**src/rtl/nco_out_serializer.sv**
```systemverilog
// NCO output serializer: captures 12-bit X/Y sample pairs into a small FIFO and
// ships each pair as a 6-nibble frame (X MSB first, then Y) over a valid/ready pad bus.
module nco_out_serializer #(
    parameter int unsigned DEPTH = 4,
    parameter int unsigned NW    = 4
) (
    input  logic          clk,
    input  logic          rst,
    input  logic          VldX,
    input  logic          VldY,
    input  logic [11:0]   inX,
    input  logic [11:0]   inY,
    input  logic          Rdy,
    output logic [NW-1:0] Dout,
    output logic          Vld,
    output logic          Sof,
    output logic          Eof,
    output logic          Ovf,
    output logic          SyncErr
);

    localparam int unsigned AW  = (DEPTH > 1) ? $clog2(DEPTH) : 1;
    localparam int unsigned PW  = 24;       // bits per sample pair
    localparam int unsigned NPF = PW / NW;  // nibbles per frame

    typedef enum logic [0:0] {StIdle, StSend} state_t;

    logic [PW-1:0] r_mem [DEPTH];
    logic [AW-1:0] r_wptr;
    logic [AW-1:0] r_rptr;
    logic [AW:0]   r_count;

    state_t        r_state;
    logic [2:0]    r_idx;
    logic [PW-1:0] r_shift;
    logic [NW-1:0] r_dout;
    logic          r_vld;
    logic          r_sof;
    logic          r_eof;
    logic          r_ovf;
    logic          r_syncerr;

    logic          w_empty;
    logic          w_full;
    logic          w_xfer;
    logic          w_last;
    logic          w_pop;
    logic          w_cap;
    logic          w_push;
    logic [PW-1:0] w_head;

    assign w_empty = (r_count == '0);
    assign w_full  = (r_count == (AW+1)'(DEPTH));
    assign w_xfer  = r_vld & Rdy;
    assign w_last  = (r_idx == 3'(NPF - 1));
    // Pop when idle, or in the same edge as the final nibble's transfer (no gap)
    assign w_pop   = !w_empty && ((r_state == StIdle) || (w_xfer && w_last));
    assign w_cap   = VldX & VldY;
    // A simultaneous pop frees a slot, so a full FIFO can still accept
    assign w_push  = w_cap && (!w_full || w_pop);
    assign w_head  = r_mem[r_rptr];

    // FIFO storage; when full with push+pop, wptr==rptr and the pop reads the old entry
    always_ff @(posedge clk) begin
        if (w_push) begin
            r_mem[r_wptr] <= {inX, inY};
        end
    end

    // FIFO pointers and occupancy
    always_ff @(posedge clk) begin
        if (rst) begin
            r_wptr  <= '0;
            r_rptr  <= '0;
            r_count <= '0;
        end else begin
            if (w_push) r_wptr <= r_wptr + 1'b1;
            if (w_pop)  r_rptr <= r_rptr + 1'b1;
            case ({w_push, w_pop})
                2'b10:   r_count <= r_count + 1'b1;
                2'b01:   r_count <= r_count - 1'b1;
                default: r_count <= r_count;
            endcase
        end
    end

    // Frame FSM with registered pad outputs
    always_ff @(posedge clk) begin
        if (rst) begin
            r_state <= StIdle;
            r_idx   <= '0;
            r_shift <= '0;
            r_dout  <= '0;
            r_vld   <= 1'b0;
            r_sof   <= 1'b0;
            r_eof   <= 1'b0;
        end else begin
            if (w_pop) begin
                r_state <= StSend;
                r_idx   <= '0;
                r_shift <= w_head;
                r_dout  <= w_head[PW-1 -: NW];
                r_vld   <= 1'b1;
                r_sof   <= 1'b1;
                r_eof   <= 1'b0;
            end else if (r_state == StSend && w_xfer) begin
                if (w_last) begin
                    r_state <= StIdle;
                    r_idx   <= '0;
                    r_dout  <= '0;
                    r_vld   <= 1'b0;
                    r_sof   <= 1'b0;
                    r_eof   <= 1'b0;
                end else begin
                    r_idx   <= r_idx + 3'd1;
                    r_shift <= {r_shift[PW-NW-1:0], {NW{1'b0}}};
                    r_dout  <= r_shift[PW-NW-1 -: NW];
                    r_sof   <= 1'b0;
                    r_eof   <= (r_idx == 3'(NPF - 2));
                end
            end
        end
    end

    // Sticky error flags, cleared only by reset
    always_ff @(posedge clk) begin
        if (rst) begin
            r_ovf     <= 1'b0;
            r_syncerr <= 1'b0;
        end else begin
            if (w_cap && !w_push) r_ovf     <= 1'b1;
            if (VldX ^ VldY)      r_syncerr <= 1'b1;
        end
    end

    assign Dout    = r_dout;
    assign Vld     = r_vld;
    assign Sof     = r_sof;
    assign Eof     = r_eof;
    assign Ovf     = r_ovf;
    assign SyncErr = r_syncerr;

endmodule

```
**config.mk**
```make
export PLATFORM = sky130hd
export DESIGN_NAME = nco_out_serializer
export DESIGN_NICKNAME = d
export VERILOG_FILES = /design/src/rtl/nco_out_serializer.sv
export SDC_FILE = /design/constraint.sdc
export NUM_CORES = 1
export LEC_CHECK = 0
export ABC_CLOCK_PERIOD_IN_PS = 4700
export CAP_MARGIN = 30
export CELL_PAD_IN_SITES_DETAIL_PLACEMENT = 0
export CELL_PAD_IN_SITES_GLOBAL_PLACEMENT = 1
export CORE_UTILIZATION = 35
export CTS_CLUSTER_DIAMETER = 50
export DETAILED_ROUTE_END_ITERATION = 8
export PLACE_DENSITY = 0.6
export SETUP_SLACK_MARGIN = 0.02
export SLEW_MARGIN = 25
export SYNTH_ARGS = -nofsm -noshare
export SYNTH_HDL_FRONTEND = slang
export SYNTH_SLANG_ARGS = --single-unit
```
**constraint.sdc**
```tcl
create_clock -name clk -period 4.7 [get_ports clk]
set_clock_uncertainty 0.05 [all_clocks]
set_input_delay 0.47 -clock clk [delete_from_list [all_inputs] [get_ports clk]]
set_output_delay 0.47 -clock clk [all_outputs]
set_load 0.01 [all_outputs]
```
==> results of run 1 <==
-- routing by layer --
metal	GRT usage	up-vias	routed length (um)
met4	0.0602	0	143
met1	0.194	1587	5140
met3	0.0423	11	353
met5	0	-	0
li1	-	1495	-
met2	0.239	58	5430
-- worst paths after layout --
kind                              start          to  cells after the start
worst min-delay path            SyncErr     SyncErr                      2
worst min register to register  SyncErr     SyncErr                      2
worst max register to register      Vld  r_count[2]                      8
worst max-delay path                Vld  r_count[2]                      8
-- synth_stat cells, types with 2 or more instances --
cell                       count  area [um2]
sky130_fd_sc_hd__edfxtp_1     96        2880
sky130_fd_sc_hd__dfxtp_1      41         821
sky130_fd_sc_hd__o22ai_1      32         200
sky130_fd_sc_hd__mux4_2       24         541
sky130_fd_sc_hd__a211oi_1     20         150
sky130_fd_sc_hd__a21oi_1      19        95.1
sky130_fd_sc_hd__nor2_1       14        52.6
sky130_fd_sc_hd__buf_2        11        55.1
sky130_fd_sc_hd__clkbuf_1      8        30.0
sky130_fd_sc_hd__nand2_1       8        30.0
sky130_fd_sc_hd__nand2b_1      8        50.1
sky130_fd_sc_hd__nor3_1        7        35.0
sky130_fd_sc_hd__ha_1          5        62.6
sky130_fd_sc_hd__inv_1         5        18.8
sky130_fd_sc_hd__nand3_1       5        25.0
sky130_fd_sc_hd__o21ai_1       5        25.0
sky130_fd_sc_hd__and2_1        4        25.0
sky130_fd_sc_hd__buf_4         4        30.0
sky130_fd_sc_hd__a31o_2        3        26.3
sky130_fd_sc_hd__xnor2_1       3        26.3
sky130_fd_sc_hd__a31oi_1       2        12.5
sky130_fd_sc_hd__a41o_1        2        20.0
sky130_fd_sc_hd__buf_6         2        22.5
sky130_fd_sc_hd__nor2b_1       2        12.5
sky130_fd_sc_hd__xor2_1        2        17.5
-- layout by cell type (no fill, tap or decap), types with 3 or more instances in the layout --
cell type / instances
sky130_fd_sc_hd__nand3_1: 5
sky130_fd_sc_hd__a21oi_1: 19
sky130_fd_sc_hd__o22ai_1: 32
sky130_fd_sc_hd__a211oi_1: 20
sky130_fd_sc_hd__nand2_1: 8
sky130_fd_sc_hd__nand2b_1: 8
sky130_fd_sc_hd__o21ai_1: 5
sky130_fd_sc_hd__clkinv_4: 4
sky130_fd_sc_hd__clkbuf_16: 17
sky130_fd_sc_hd__mux4_2: 24
sky130_fd_sc_hd__edfxtp_1: 96
sky130_fd_sc_hd__a31o_2: 3
sky130_fd_sc_hd__and2_1: 4
sky130_fd_sc_hd__nor2_1: 14
sky130_fd_sc_hd__xnor2_1: 3
sky130_fd_sc_hd__inv_1: 5
sky130_fd_sc_hd__dfxtp_1: 40
sky130_fd_sc_hd__buf_4: 8
sky130_fd_sc_hd__nor3_1: 7
sky130_fd_sc_hd__clkdlybuf4s50_1: 37
sky130_fd_sc_hd__clkbuf_8: 3
sky130_fd_sc_hd__clkbuf_1: 3
sky130_fd_sc_hd__ha_1: 5
-- metrics by stage --
step	total power [W]	util	area, um2	instances	setup slack, ns
5_1_grt	0.00397	0.435	6640	618	1.69
3_3_place_gp	0.00247	0.396	6040	586	1.77
4_1_cts	0.00382	0.435	6630	618	1.92
3_5_place_dp	0.00249	0.396	6040	586	1.75
6_report	0.00378	0.435	6640	618	1.91
2_1_floorplan	0.00227	-	5480	355	2.40
-- cell families after synthesis --
| kind of cell | Yosys count |
|---|---|
| adders and majority gates | 6 |
| xor gates and xnor gates | 5 |
| buffers and inverters | 31 |
| and+or+nand+nor | 60 |
| muxes | 25 |
| AOI/OAI and AO/OA | 91 |
| DFF | 137 |
-- final cells by class --
| type | instances | area (um2) | area share |
|---|---|---|---|
| Sequential cell | 137 | 3710 | 0.559 |
| Multi-Input combinational cell | 187 | 1620 | 0.243 |
| Clock buffer | 23 | 478 | 0.0720 |
| Timing Repair Buffer | 45 | 430 | 0.0649 |
| Tap cell | 211 | 264 | 0.0398 |
| Clock inverter | 9 | 119 | 0.0179 |
| Inverter | 6 | 22.5 | 0.00339 |
-- power breakdown --
group / internal, W / leakage [nW] / switching [W]
logic: 0.000429 / 0.656 / 0.000471
registers: 0.00142 / 1.21 / 0.000134
clock network: 0.000829 / 0.284 / 0.000495
total: 0.00268 / 2.15 / 0.00110
-- worst max-delay path: cells and delay by family (launching register included) --
family                     cells  cell delay (ns)
and+or+nand+nor                5             1.02
buffers and inverters          1             0.27
AOI/OAI and AO/OA              1             0.08
adders and majority gates      1             0.44
DFF                            1             0.83
-- state kept, by name, summed over array words and instances, names as in the netlist, named ones only --
register / flops
SyncErr: 1
r_rptr: 2
r_wptr: 2
Sof: 1
r_shift: 20
Eof: 1
r_idx: 3
r_mem: 96
Ovf: 1
Dout: 4
r_count: 3
Vld: 1
==> Implementation_results.wiki, run 1 <==
{| class="wikitable"
! Metric !! Value
|-
| YS warnings || 0
|-
| Cell Chain, Critical Path || clkinv_1 > nor2_1 > nor3_1 > fa_1 > nand3_1 > nor2_1 > or4b_1 > o311ai_1
|-
| Highest achievable clock rate || approximately 360 MHz
|-
| Die Ht || approximately 130 um
|-
| Count of cell types in the netlist || between 40 and 50
|-
| Total power per unit cell area || about 570 mW/mm2
|-
| Routed Wire Length || 11.1 mm
|-
| CTS tree || yes
|-
| Placer Congestion || about 0.72
|-
| Share of synthesized cell area in full adder, half adder and majority cells || 0.0151
|-
| Most frequent CP cell || sky130_fd_sc_hd__nor2_1
|-
| GRT Util Overall || 0.150
|-
| Net count after synthesis || 390
|-
| Number of global-route vias before repair || between 3000 and 4000
|-
| Maximum fanout count along the critical path || 20
|-
| Total number of nets in the final design || 429
|-
| Proportion of synthesized area in mux cells || 0.100
|-
| Synthesized instance count || between 300 and 400
|-
| Max H-tree Level || 4
|-
| Post-synthesis simple-gate area fraction || 0.0619
|-
| Register clock-pin slew on the reported worst setup and hold paths || 0.06 ns
|-
| Setup repair after global routing missed its margin || no
|-
| DR DRC count || 0
|-
| Cts bufs inserted || 17
|-
| Core Footprint || 0.0153 mm2
|-
| Area share of xor/xnor cells in the synthesized design || 0.00799
|-
| Gates resized, CTS repair || 0
|-
| # setup viols final || 0
|-
| Clk Latency, worst-skew pair || a little over 0.4 ns
|-
| Max-cap check violation count || 0
|-
| GRT overflow || 0
|-
| # hold bufs at CTS || 0
|-
| Post-synthesis sequential element count || between 100 and 150
|-
| Worst-case hold slack || roughly 0.42 ns
|-
| Drt via density || between 5 and 6
|-
| Number of setup buffers added after CTS || 0
|-
| Slack of the worst reg-to-reg path || between 1.5 and 2 ns
|-
| Total Neg Setup Slack || 0 ns
|-
| Remaining antenna violation count after routing || 0
|-
| Status || completed
|-
| Worst endpoint data arrival time || roughly 3.1 ns
|-
| HPWL after detailed placement || 6.57 mm
|-
| Fraction of registers with async set or reset after synthesis || 0
|-
| Synthesized area || 0.00548 mm2
|-
| Top-level port count || 38
|-
| Clk sinks || between 100 and 150
|-
| Prevailing post-synth register cell || sky130_fd_sc_hd__edfxtp_1
|-
| Share of synthesized area occupied by flip-flops and latches || 0.676
|-
| Die width || about 130 um
|-
| Slew @ Worst Pin || between 0.8 and 0.9 ns
|-
| Area fraction in compound gates after synthesis || 0.109
|-
| WS Path Type || reg -> reg
|-
| Maximum cell stage delay along the critical path || slightly above 0.8 ns
|-
| First-pass iteration count of the detailed router || 4
|-
| Worst-case clock buffer depth || 2
|-
| Clock period minus worst slack || between 2 and 3 ns
|-
| Element type at the critical path end || flip-flop
|-
| Required time reported for the critical path endpoint || slightly below 5 ns
|-
| Avg Cell Area, Syn || 15.4 um2
|-
| Vias after detailed routing || between 3000 and 4000
|-
| First-pass GRT wire length || about 18 mm
|-
| Effective utilization at floorplan || 0.359
|-
| Count of flip-flops with a built-in enable after synthesis || 96
|-
| Std-Cell Rows || 45
|-
| Relative slew slack || 0.432
|-
| Ratio of cells with drive above 1 in the final layout || 0.177
|-
| Number of I/O port buffers || 37
|-
| Maximum number of pins on one net before global-route repair || 43
|-
| Critical Path Start Type || flip-flop
|-
| Number of antenna violations at the first check in global routing || 0
|-
| Number of hold violations in the final report || 0
|-
| Period Utilization, post-route || 0.594
|-
| Worst voltage drop across the vdd grid || approximately 0.00028 V
|-
| Antenna cells || 0
|-
| Area growth from synthesis to final layout || 21.1%
|-
| Type of the worst min-delay path || reg -> reg
|-
| Die footprint || 0.0162 mm2
|-
| Leakage power || around 2.1 nW
|-
| Clock root buffer || sky130_fd_sc_hd__clkbuf_16
|-
| Critical-path top delay cell || sky130_fd_sc_hd__dfxtp_1
|-
| Number of fillers in the final layout || 1403
|-
| Detailed Route Iter0 Violations || between 150 and 200
|-
| Largest family of logic cells by synthesized area || compound AO/OA/AOI/OAI gates
|-
| Number of pins with negative max-slew slack in the final report || 0
|-
| Wire length per cell after detailed routing || 17.9 um
|}
Power figures use the tool's default switching activity.
==> inputs of run 2 (changes only) <==
ABC_CLOCK_PERIOD_IN_PS = 2700   (was 4700)
clock period = 2.7 ns   (was 4.7 ns; I/O delays follow)
==> run 2 against run 1 <==
  * Setup slack worse by 1.5 ns
  * Via count is 0.29% higher
  * Die area unchanged
  * Sequential share of layout area fell by 1.2 points
  * Highest routed layer unchanged
  * Register-to-register slack worse by 1.5 ns
  * Largest cell class unchanged
  * Maximum frequency is 24% higher
  * Flip-flop and latch count unchanged
  * Critical endpoint unchanged
==> Implementation_results.wiki, run 2 (synthesis gave the netlist of run 1 again) <==
{| class="wikitable"
! Metric !! Value
|-
| Status || completed (unchanged)
|-
| Ratio of cells with drive above 1 in the final layout || 0.189 (was 0.177)
|-
| CTS tree || yes (unchanged)
|-
| Type of the worst min-delay path || reg -> reg (unchanged)
|-
| Maximum number of pins on one net before global-route repair || 35 (was 43)
|-
| Total Neg Setup Slack || 0 ns (unchanged)
|-
| Worst voltage drop across the vdd grid || 0.000474 V (was 0.000281 V)
|-
| WS Path Type || reg -> reg (unchanged)
|-
| Detailed Route Iter0 Violations || 163 (was 175)
|-
| Effective utilization at floorplan || 0.359 (unchanged)
|-
| Drt via density || 5.07 (was 5.10)
|-
| Clock network fraction of total power || 0.362 (was 0.350)
|-
| Relative slew slack || 0.533 (was 0.432)
|-
| Setup repair after global routing missed its margin || no (unchanged)
|-
| Wire length per cell after detailed routing || 18.2 um (was 17.9 um)
|-
| Clk sinks || 137 (unchanged)
|-
| Number of cells on the worst reg-to-reg path || 8 (unchanged)
|-
| Cts bufs inserted || 17 (unchanged)
|-
| Total power per unit cell area || 1010 mW/mm2 (was 570 mW/mm2)
|-
| Top-level port count || 38 (unchanged)
|-
| Most frequent standard cell in the layout excluding fill and tap cells || sky130_fd_sc_hd__edfxtp_1 (unchanged)
|-
| Die Ht || 127 um (unchanged)
|-
| First-pass iteration count of the detailed router || 4 (unchanged)
|-
| DR DRC count || 0 (unchanged)
|-
| Area growth from synthesis to final layout || 23.6% (was 21.1%)
|-
| Slew @ Worst Pin || 0.700 ns (was 0.852 ns)
|-
| Maximum fanout count along the critical path || 8 (was 20)
|-
| Max reg flops || 96 (unchanged)
|-
| Number of pins with negative max-slew slack in the final report || 0 (unchanged)
|-
| HPWL after detailed placement || 6.65 mm (was 6.57 mm)
|-
| Capture point of the worst reg-to-reg path || r_count[2] (unchanged)
|-
| Worst-case hold slack || 0.424 ns (was 0.422 ns)
|-
| CP Capture Point || r_count[2] (unchanged)
|-
| Core Footprint || 0.0153 mm2 (unchanged)
|-
| Critical path launch point || r_idx[1] (was Vld)
|-
| Die width || 127 um (unchanged)
|-
| Commonest cells after routing, fill and taps aside || sky130_fd_sc_hd__edfxtp_1, sky130_fd_sc_hd__dfxtp_1, sky130_fd_sc_hd__clkdlybuf4s50_1 (unchanged)
|-
| Design area || 0.00677 mm2 (was 0.00664 mm2)
|-
| Clock period minus worst slack || 2.25 ns (was 2.79 ns)
|-
| First-pass GRT wire length || 18.3 mm (was 17.6 mm)
|-
| Max-cap check violation count || 0 (unchanged)
|-
| Antenna cells || 0 (unchanged)
|-
| Number of I/O port buffers || 37 (unchanged)
|-
| Max H-tree Level || 4 (unchanged)
|-
| Gates resized, CTS repair || 0 (unchanged)
|-
| Worst endpoint data arrival time || 2.52 ns (was 3.06 ns)
|-
| Placer Congestion || 0.724 (about the same)
|-
| Largest Register || r_mem (unchanged)
|-
| Area used by sequential logic in the layout || 0.00370 mm2 (was 0.00371 mm2)
|-
| # setup viols final || 0 (unchanged)
|-
| Die footprint || 0.0162 mm2 (unchanged)
|-
| Total number of nets in the final design || 434 (was 429)
|-
| Clock root buffer || sky130_fd_sc_hd__clkbuf_16 (unchanged)
|-
| Number of antenna violations at the first check in global routing || 0 (unchanged)
|-
| Period Utilization, post-route || 0.835 (was 0.594)
|-
| Reg2reg start || r_idx[1] (was Vld)
|-
| Leakage power || 2.21 nW (was 2.15 nW)
|-
| Cell Int Power || 0.00487 W (was 0.00268 W)
|-
| Element type at the critical path end || flip-flop (unchanged)
|-
| P_sw || 0.00195 W (was 0.00110 W)
|-
| Fraction of power spent switching nets || 0.286 (was 0.291)
|-
| Required time reported for the critical path endpoint || 2.97 ns (was 4.96 ns)
|-
| Vias after detailed routing || 3160 (was 3151)
|-
| Register clock-pin slew on the reported worst setup and hold paths || 0.06 ns (about the same)
|-
| Routed Wire Length || 11.3 mm (was 11.1 mm)
|-
| Number of setup buffers added after CTS || 0 (unchanged)
|-
| Slack of the worst reg-to-reg path || 0.45 ns (was 1.91 ns)
|-
| GRT Util Overall || 0.154 (was 0.150)
|-
| Clk Latency, worst-skew pair || 0.41 ns (about the same)
|-
| Number of global-route vias before repair || 3227 (was 3111)
|-
| Area of the multi-input gates || 0.00162 mm2 (unchanged)
|-
| # hold bufs at CTS || 0 (unchanged)
|-
| Remaining antenna violation count after routing || 0 (unchanged)
|-
| Std-Cell Rows || 45 (unchanged)
|-
| Critical Path Start Type || flip-flop (unchanged)
|-
| Worst-case clock buffer depth || 2 (unchanged)
|-
| GRT overflow || 0 (unchanged)
|-
| Highest achievable clock rate || 444 MHz (was 358 MHz)
|-
| Number of hold violations in the final report || 0 (unchanged)
|-
| Sequential group share of total power || 0.385 (was 0.412)
|-
| Number of fillers in the final layout || 1373 (was 1403)
|-
| Post-Place Cell Area || 0.00614 mm2 (was 0.00604 mm2)
|-
| Total power || 0.00682 W (was 0.00378 W)
|-
| Combinational fraction of design power || 0.253 (was 0.238)
|}
==> run 2: cell types whose count changed in the layout (fill, tap and decap cells not counted), sizes merged <==
cell,change
clkinv,-2
inv,+3
bufinv,+2
clkbuf,-3
buf,+5
==> run 2: how the worst min path moves through the flow <==
stage                from           to  slack, ns  cells after the start
3_3_place_gp      SyncErr      SyncErr       0.40                      2
4_1_cts        r_shift[3]   r_shift[3]       0.42                      2
5_1_grt        r_shift[0]   r_shift[0]       0.44                      2
3_5_place_dp   r_shift[3]   r_shift[3]       0.41                      2
2_1_floorplan      inY[0]  r_mem[0][0]       0.32                      0
6_report       r_shift[0]   r_shift[0]       0.42                      2
==> run 2: metal layers <==
metal  GRT usage  wire length [um]  up-vias
li1            -                 -     1507
met1       0.203              5250     1593
met2       0.248              5580       51
met3      0.0448               381        9
met4      0.0483               102        0
met5           0                 0        -
==> run 2: stage by stage <==
| stage | util | instances | worst slack [ns] |
|---|---|---|---|
| 2_1_floorplan | - | 355 | 0.542 |
| 3_3_place_gp | 0.402 | 591 | 0.220 |
| 3_5_place_dp | 0.402 | 591 | 0.184 |
| 4_1_cts | 0.444 | 623 | 0.453 |
| 5_1_grt | 0.444 | 623 | 0.284 |
| 6_report | 0.444 | 623 | 0.446 |
==> run 2: layout make-up <==
type / count / share of cell area
Clock inverter: 12 / 0.0277
Timing Repair Buffer: 50 / 0.0783
Multi-Input combinational cell: 187 / 0.239
Tap cell: 211 / 0.0390
Inverter: 6 / 0.00333
Sequential cell: 137 / 0.547
Clock buffer: 20 / 0.0660
==> run 2: power groups by stage <==
| stage | Sequential [W] | Combinational, W | Clock [W] |
|---|---|---|---|
| after global routing | 0.00265 | 0.00190 | 0.00261 |
| after detailed placement | 0.00267 | 0.00173 | 0 |
| final | 0.00263 | 0.00172 | 0.00247 |
| after CTS | 0.00263 | 0.00174 | 0.00252 |
| after global placement | 0.00267 | 0.00170 | 0 |
| after floorplan | 0.00264 | 0.00130 | 0 |
==> run 2: critical path, cell delays in order, from the launching register on <==
cell and delay (ns):
sky130_fd_sc_hd__dfxtp_1 0.43, sky130_fd_sc_hd__and4b_1 0.25, sky130_fd_sc_hd__nor2_1 0.18, sky130_fd_sc_hd__nor3_1 0.09, sky130_fd_sc_hd__fa_1 0.43, sky130_fd_sc_hd__nand3_1 0.11, sky130_fd_sc_hd__nor2_1 0.05, sky130_fd_sc_hd__or4b_1 0.50
sky130_fd_sc_hd__o311ai_1 0.08
